--- config.mk ---
export PLATFORM = sky130hd
export DESIGN_NAME = req_arbiter16_flat
export DESIGN_NICKNAME = d
export VERILOG_FILES = /design/src/rtl/req_arbiter16_if.sv /design/src/rtl/req_arbiter16.sv /design/src/flat_wrapper.sv
export SDC_FILE = /design/constraint.sdc
export NUM_CORES = 1
export LEC_CHECK = 0
export ABC_AREA = 1
export CAP_MARGIN = 30
export CORE_UTILIZATION = 45
export CTS_CLUSTER_DIAMETER = 80
export DETAILED_ROUTE_END_ITERATION = 16
export GPL_ROUTABILITY_DRIVEN = 0
export PLACE_DENSITY_LB_ADDON = 0.12
export SLEW_MARGIN = 0
export SYNTH_ARGS = -nofsm -noshare
export SYNTH_HDL_FRONTEND = slang
export SYNTH_SLANG_ARGS = --single-unit
--- constraint.sdc ---
create_clock -name clk -period 2.3 [get_ports clk]
set_clock_uncertainty 0.05 [all_clocks]
set_input_delay 0.46 -clock clk [delete_from_list [all_inputs] [get_ports clk]]
set_output_delay 0.46 -clock clk [all_outputs]
set_load 0.01 [all_outputs]
--- src/rtl/req_arbiter16_if.sv ---
`default_nettype none
// +--------------------------------------------------------------------+
// | req_arbiter16_if : request/grant bundle between requesters and the  |
// | arbiter.  Rev 1.0                                                   |
// +--------------------------------------------------------------------+
interface req_arbiter16_if #(
    parameter int N   = 16,
    parameter int IDW = 4
);
    logic [N-1:0]   req;
    logic           mode;
    logic [N-1:0]   gnt;
    logic [IDW-1:0] gnt_id;
    logic           gnt_valid;
    logic           preempt;

    modport master (
        output req, mode,
        input  gnt, gnt_id, gnt_valid, preempt
    );

    modport slave (
        input  req, mode,
        output gnt, gnt_id, gnt_valid, preempt
    );
endinterface
`default_nettype wire

--- src/rtl/req_arbiter16.sv ---
`default_nettype none
// +--------------------------------------------------------------------+
// | req_arbiter16 : N-way fixed-priority / round-robin arbiter with     |
// | grant hold and optional hold timeout.  Rev 1.0                      |
// +--------------------------------------------------------------------+
module req_arbiter16 #(
    parameter int N        = 16,
    parameter int IDW      = 4,
    parameter int MAX_HOLD = 0,
    parameter int CW       = 8
) (
    input  logic            clk,
    input  logic            rst,
    req_arbiter16_if.slave  bus
);

    typedef enum logic [0:0] {
        IDLE = 1'b0,
        BUSY = 1'b1
    } state_t;

    localparam logic [IDW-1:0] C_LAST_ID = IDW'(N - 1);
    localparam logic [N-1:0]   C_ONE     = {{(N-1){1'b0}}, 1'b1};

    state_t         r_state;
    state_t         w_state_nx;
    logic [N-1:0]   r_gnt;
    logic [IDW-1:0] r_gnt_id;
    logic [IDW-1:0] r_ptr;
    logic [CW-1:0]  r_cnt;
    logic           r_preempt;

    logic [IDW-1:0] w_gnt_id_nx;
    logic [IDW-1:0] w_ptr_nx;
    logic [CW-1:0]  w_cnt_nx;
    logic           w_preempt_nx;
    logic           w_valid_nx;

    logic [N-1:0]   w_mask;
    logic           w_owner_req;
    logic           w_timeout;
    logic           w_fp_any;
    logic [IDW-1:0] w_fp_id;
    logic           w_hi_any;
    logic [IDW-1:0] w_hi_id;
    logic           w_win_any;
    logic [IDW-1:0] w_win_id;

    // r_gnt is zero in IDLE, so this is the raw request vector there
    assign w_mask      = bus.req & ~r_gnt;
    assign w_owner_req = |(bus.req & r_gnt);
    assign w_timeout   = (MAX_HOLD != 0) && (r_cnt == CW'(MAX_HOLD));

    // Downward scan: the last hit is the lowest index. Round-robin takes the
    // lowest hit at or above ptr, otherwise wraps to the lowest overall.
    always_comb begin
        w_fp_any = 1'b0;
        w_fp_id  = '0;
        w_hi_any = 1'b0;
        w_hi_id  = '0;
        for (int i = N - 1; i >= 0; i--) begin
            if (w_mask[i]) begin
                w_fp_any = 1'b1;
                w_fp_id  = IDW'(i);
                if (IDW'(i) >= r_ptr) begin
                    w_hi_any = 1'b1;
                    w_hi_id  = IDW'(i);
                end
            end
        end
        w_win_any = w_fp_any;
        w_win_id  = (bus.mode && w_hi_any) ? w_hi_id : w_fp_id;
    end

    always_comb begin
        w_state_nx   = r_state;
        w_gnt_id_nx  = r_gnt_id;
        w_ptr_nx     = r_ptr;
        w_cnt_nx     = r_cnt;
        w_preempt_nx = 1'b0;
        w_valid_nx   = (r_state == BUSY);
        case (r_state)
            IDLE: begin
                if (w_win_any) begin
                    w_state_nx  = BUSY;
                    w_valid_nx  = 1'b1;
                    w_gnt_id_nx = w_win_id;
                    w_cnt_nx    = CW'(1);
                    w_ptr_nx    = (w_win_id == C_LAST_ID) ? '0 : w_win_id + IDW'(1);
                end else begin
                    w_gnt_id_nx = '0;
                end
            end
            BUSY: begin
                if (w_owner_req && !w_timeout) begin
                    // Timeout fires at MAX_HOLD, so the count never passes it
                    if (MAX_HOLD != 0) begin
                        w_cnt_nx = r_cnt + CW'(1);
                    end
                end else if (w_win_any) begin
                    w_gnt_id_nx  = w_win_id;
                    w_cnt_nx     = CW'(1);
                    w_ptr_nx     = (w_win_id == C_LAST_ID) ? '0 : w_win_id + IDW'(1);
                    w_preempt_nx = w_owner_req;
                end else if (w_owner_req) begin
                    w_cnt_nx = CW'(1);
                    w_ptr_nx = (r_gnt_id == C_LAST_ID) ? '0 : r_gnt_id + IDW'(1);
                end else begin
                    w_state_nx  = IDLE;
                    w_valid_nx  = 1'b0;
                    w_gnt_id_nx = '0;
                    w_cnt_nx    = '0;
                end
            end
            default: begin
                w_state_nx  = IDLE;
                w_valid_nx  = 1'b0;
                w_gnt_id_nx = '0;
            end
        endcase
    end

    always_ff @(posedge clk) begin
        if (rst) begin
            r_state   <= IDLE;
            r_gnt     <= '0;
            r_gnt_id  <= '0;
            r_ptr     <= '0;
            r_cnt     <= '0;
            r_preempt <= 1'b0;
        end else begin
            r_state   <= w_state_nx;
            r_gnt     <= w_valid_nx ? (C_ONE << w_gnt_id_nx) : '0;
            r_gnt_id  <= w_gnt_id_nx;
            r_ptr     <= w_ptr_nx;
            r_cnt     <= w_cnt_nx;
            r_preempt <= w_preempt_nx;
        end
    end

    assign bus.gnt       = r_gnt;
    assign bus.gnt_id    = r_gnt_id;
    assign bus.gnt_valid = (r_state == BUSY);
    assign bus.preempt   = r_preempt;

endmodule
`default_nettype wire

--- src/flat_wrapper.sv ---
// flat-port wrapper written by rule: the top's interface ports become plain ports
module req_arbiter16_flat 
#(
    parameter int N        = 16,
    parameter int IDW      = 4,
    parameter int MAX_HOLD = 0,
    parameter int CW       = 8
)
  (clk, rst, bus_req, bus_mode, bus_gnt, bus_gnt_id, bus_gnt_valid, bus_preempt);
  req_arbiter16_if #(.N(N), .IDW(IDW)) bus_i ();
  input  logic clk;
  input  logic rst;
  input wire logic [$bits(bus_i.req)-1:0] bus_req;
  input wire logic [$bits(bus_i.mode)-1:0] bus_mode;
  output wire logic [$bits(bus_i.gnt)-1:0] bus_gnt;
  output wire logic [$bits(bus_i.gnt_id)-1:0] bus_gnt_id;
  output wire logic [$bits(bus_i.gnt_valid)-1:0] bus_gnt_valid;
  output wire logic [$bits(bus_i.preempt)-1:0] bus_preempt;
  assign bus_i.req = bus_req;
  assign bus_i.mode = bus_mode;
  assign bus_gnt = bus_i.gnt;
  assign bus_gnt_id = bus_i.gnt_id;
  assign bus_gnt_valid = bus_i.gnt_valid;
  assign bus_preempt = bus_i.preempt;
  req_arbiter16 #(.N(N), .IDW(IDW), .MAX_HOLD(MAX_HOLD), .CW(CW)) u_core (.clk(clk), .rst(rst), .bus(bus_i));
endmodule
==> out/metrics.cfg <==
[outcome]
status = finished with violations
failed_checks = setup timing

[timing]
fin_crit_sh_pct = 103.6
whs_ps = 480.2
setup_tns_ps = -710.1
min_period_ps = 2383
rsz0062_at_grt = yes
setup_ws_ps = -83.16
clock.fmax_mhz = 419.6
final_max_slew_viol_count = 0
setup_viol = 18
hold_violations = 0

[grt]
grt_max_degree = 15
grt_pass1_vias = 1916
track_usage_pct = 26.00
grt_busiest_layer = met2
grt_pass1_wl_mm = 8.224
grt.met3_usage_pct = 3.804
grt_use_met2_pct = 46.14
grt-ovfl-total = 0
grtUsageMet1_pct = 31.97
grt_antenna_before_repair = 0

[place]
numPortBuffers = 39
dpl.hpwl_mm = 3.953
dp.cells = 393
post-place-ws_ps = -627.4

[critical_path]
path_max_fanout = 7
crit_chain = nand2_4 > o21ai_4 > nand2_1 > nand2_1 > nand2_1 > nand2_1 > nand2_1 > nand2_1 > nand2_1 > nand2_1 > nand2_1 > nand2_1 > nand2_1 > nand2_1 > nand2_1 > nand2_2 > nand2_2 > buf_6 > buf_6 > nand2_4 > o21ai_4 > nor2_2 > nand2_1 > nor2_1
crit_path_start_kind = register
cp.arrival_ps = 2540
reg2reg_from = u_core.r_ptr[1]
critPathCaptureType = register
worst-path-stages = 24
crit_family = simple AND/OR/NAND/NOR gates
cp_slowest_cell = dfxtp_4
startpoint = u_core.r_ptr[1]
slowest_delay_ps = 410
reg2reg_slack_ps = -80
cp_common_cell = nand2_1
r2r_cells = 24
timing.critical_path.buf_inv = 2
rr_endpoint = u_core.bus.gnt[12]
cp.required_ps = 2450
path_class = register to register

[final_layout]
fin_util_pct = 74.16
drive_gt1_share_pct = 36.39
num-nets-final = 381
area_growth_pct = 58.39
stdcell_count = 408
antenna_cells = 0

[cts]
clock-sinks = 25
cts.path.max_buffers = 2
cts_tree = built
path_clk_slew_ps = 80
cts_hold_buf = 0
numCtsBuffers = 3
clk_latency_ps = 260
ctsRootBufferMaster = clkbuf_8
cts_htree_levels = 1

[logic_synthesis]
synth_common_cells = nand2_1 (73), nor2_1 (50), inv_1 (46)
synth.most_common_cell = nand2_1
synth.avg_cell_area_um2 = 6.211
synth_top_cell_area_share_pct = 29.20
synth_seq_cells = 25
ys.flop_type = dfxtp_1
ys_warn_count = 0
ys_async_sr_fraction_pct = 0
synth_area_um2 = 1714
netlist.top_cell.by_area = dfxtp_1
synth.net_count = 296
postSynthCellCount = 276
synth_enable_flop_cells = 0
synth-seq-area-share_pct = 29.20
yosysUniqueCellTypes = 33
synth_area_leaders = dfxtp_1 (29%), nand2_1 (16%), nor2_1 (11%)

[floorplanning]
row_count = 22
dieArea_um2 = 4060
io_pins = 41
fp.dieH_um = 63.72
core_area_um2 = 3661
die_w_um = 63.72
start_util_pct = 46.82

[hold_path]
hold_end = u_core.r_ptr[3]
hold_path_class = register to register
hold_start = u_core.r_ptr[3]
whs_path_depth = 2

[drt]
wl_mm = 5.318
firstDrtPassIters = 4
drt_iter0_markers = 119
drc = 0
wl_per_cell_um = 13.03
drtAntennaViolNets = 0
routed_via_density = 4.936
num_vias = 2014

[power_and_ir_drop]
powerDensity_nw_per_um2 = 1111
peakVddDrop_uv = 790.0
p_leak_nw = 1.327

[job]
cap_violations = 0

[sequential cells by signal (all words and copies together) (netlist names)]
register and flops:
u_core.bus.gnt 16, u_core.bus.gnt_id 4, u_core.r_ptr 4, u_core.bus.gnt_valid 1
[tightest hold or removal path, delay by kind of cell (launching register included)]
kind	cells	cell delay (ps)
flip-flops	1	380
AND/OR/NAND/NOR	1	70
AO/OA/AOI/OAI	1	50
[metrics by stage]
| stage | power [mW] | instance area [um^2] |
|---|---|---|
| after CTS | 2.765 | 2575 |
| after global routing | 3.236 | 2715 |
| final | 3.017 | 2715 |
| after floorplan | 1.660 | 1714 |
| after global placement | 2.382 | 2406 |
| after detailed placement | 2.397 | 2406 |
[how the worst max path moves through the flow]
stage / slack [ps] / end
after floorplan: 110 / u_core.r_ptr[3]
after global placement: -560 / u_core.r_ptr[3]
after detailed placement: -630 / u_core.r_ptr[3]
after CTS: 3 / u_core.r_ptr[3]
after global routing: -300 / u_core.bus.gnt[12]
final: -80 / u_core.bus.gnt[12]
[routing by layer]
| layer | vias to the layer above | share of wire (%) |
|---|---|---|
| met5 | - | 0 |
| met4 | 0 | 1.2 |
| met3 | 8 | 2.9 |
| met2 | 43 | 51 |
| met1 | 942 | 45 |
| li1 | 1021 | - |
[power breakdown]
part	total, mW	switching (mW)	leakage [nW]	internal [mW]
registers	0.692	0.134	0.207	0.558
logic	2.07	1.11	1.09	0.959
clock network	0.251	0.131	0.0255	0.121
[logic make-up after synthesis]
logic type | count (synthesis) | synth area share [%]
AND/OR/NAND/NOR | 151 | 38.25
buffers and inverters | 57 | 12.70
AO/OA/AOI/OAI | 41 | 18.91
flip-flops | 25 | 29.20
adder cells (fa/ha/maj) | 1 | 0.7298
other | 1 | 0.2188
[area by class of cell]
type | instances | area [um^2]
Multi-Input combinational cell | 194 | 1167
Timing Repair Buffer | 82 | 715.7
Tap cell | 48 | 60.06
Fill cell | 298 | 945.9
Clock buffer | 3 | 41.29
Sequential cell | 25 | 516.7
Clock inverter | 1 | 5.005
Inverter | 55 | 209.0
[placed cells by master, fill, tap and decap left out, types with 3 or more instances in the layout]
master and instances:
nor2_4 7, nand2_4 6, a22o_1 3, nand2_2 13
nor2_1 38, o21ai_2 5, clkbuf_8 3, nor2_2 11
nand2_1 61, a221oi_1 3, nand3_1 4, dfxtp_1 20
inv_2 17, clkdlybuf4s50_1 23, o21ai_1 4, dfxtp_4 4
dlygate4sd2_1 14, inv_1 37, o21ai_4 5, buf_4 40
nor3_2 3, nand3_2 4, a21oi_1 8
[repair_timing]
action / 4_1_cts / 5_1_grt
buffers inserted: 5 / 6
gates resized for setup: 62 / 26
pin swaps: 34 / 10
endpoints found under the setup margin: 23 / 23
Note: power is estimated with default switching activity, not from simulation.
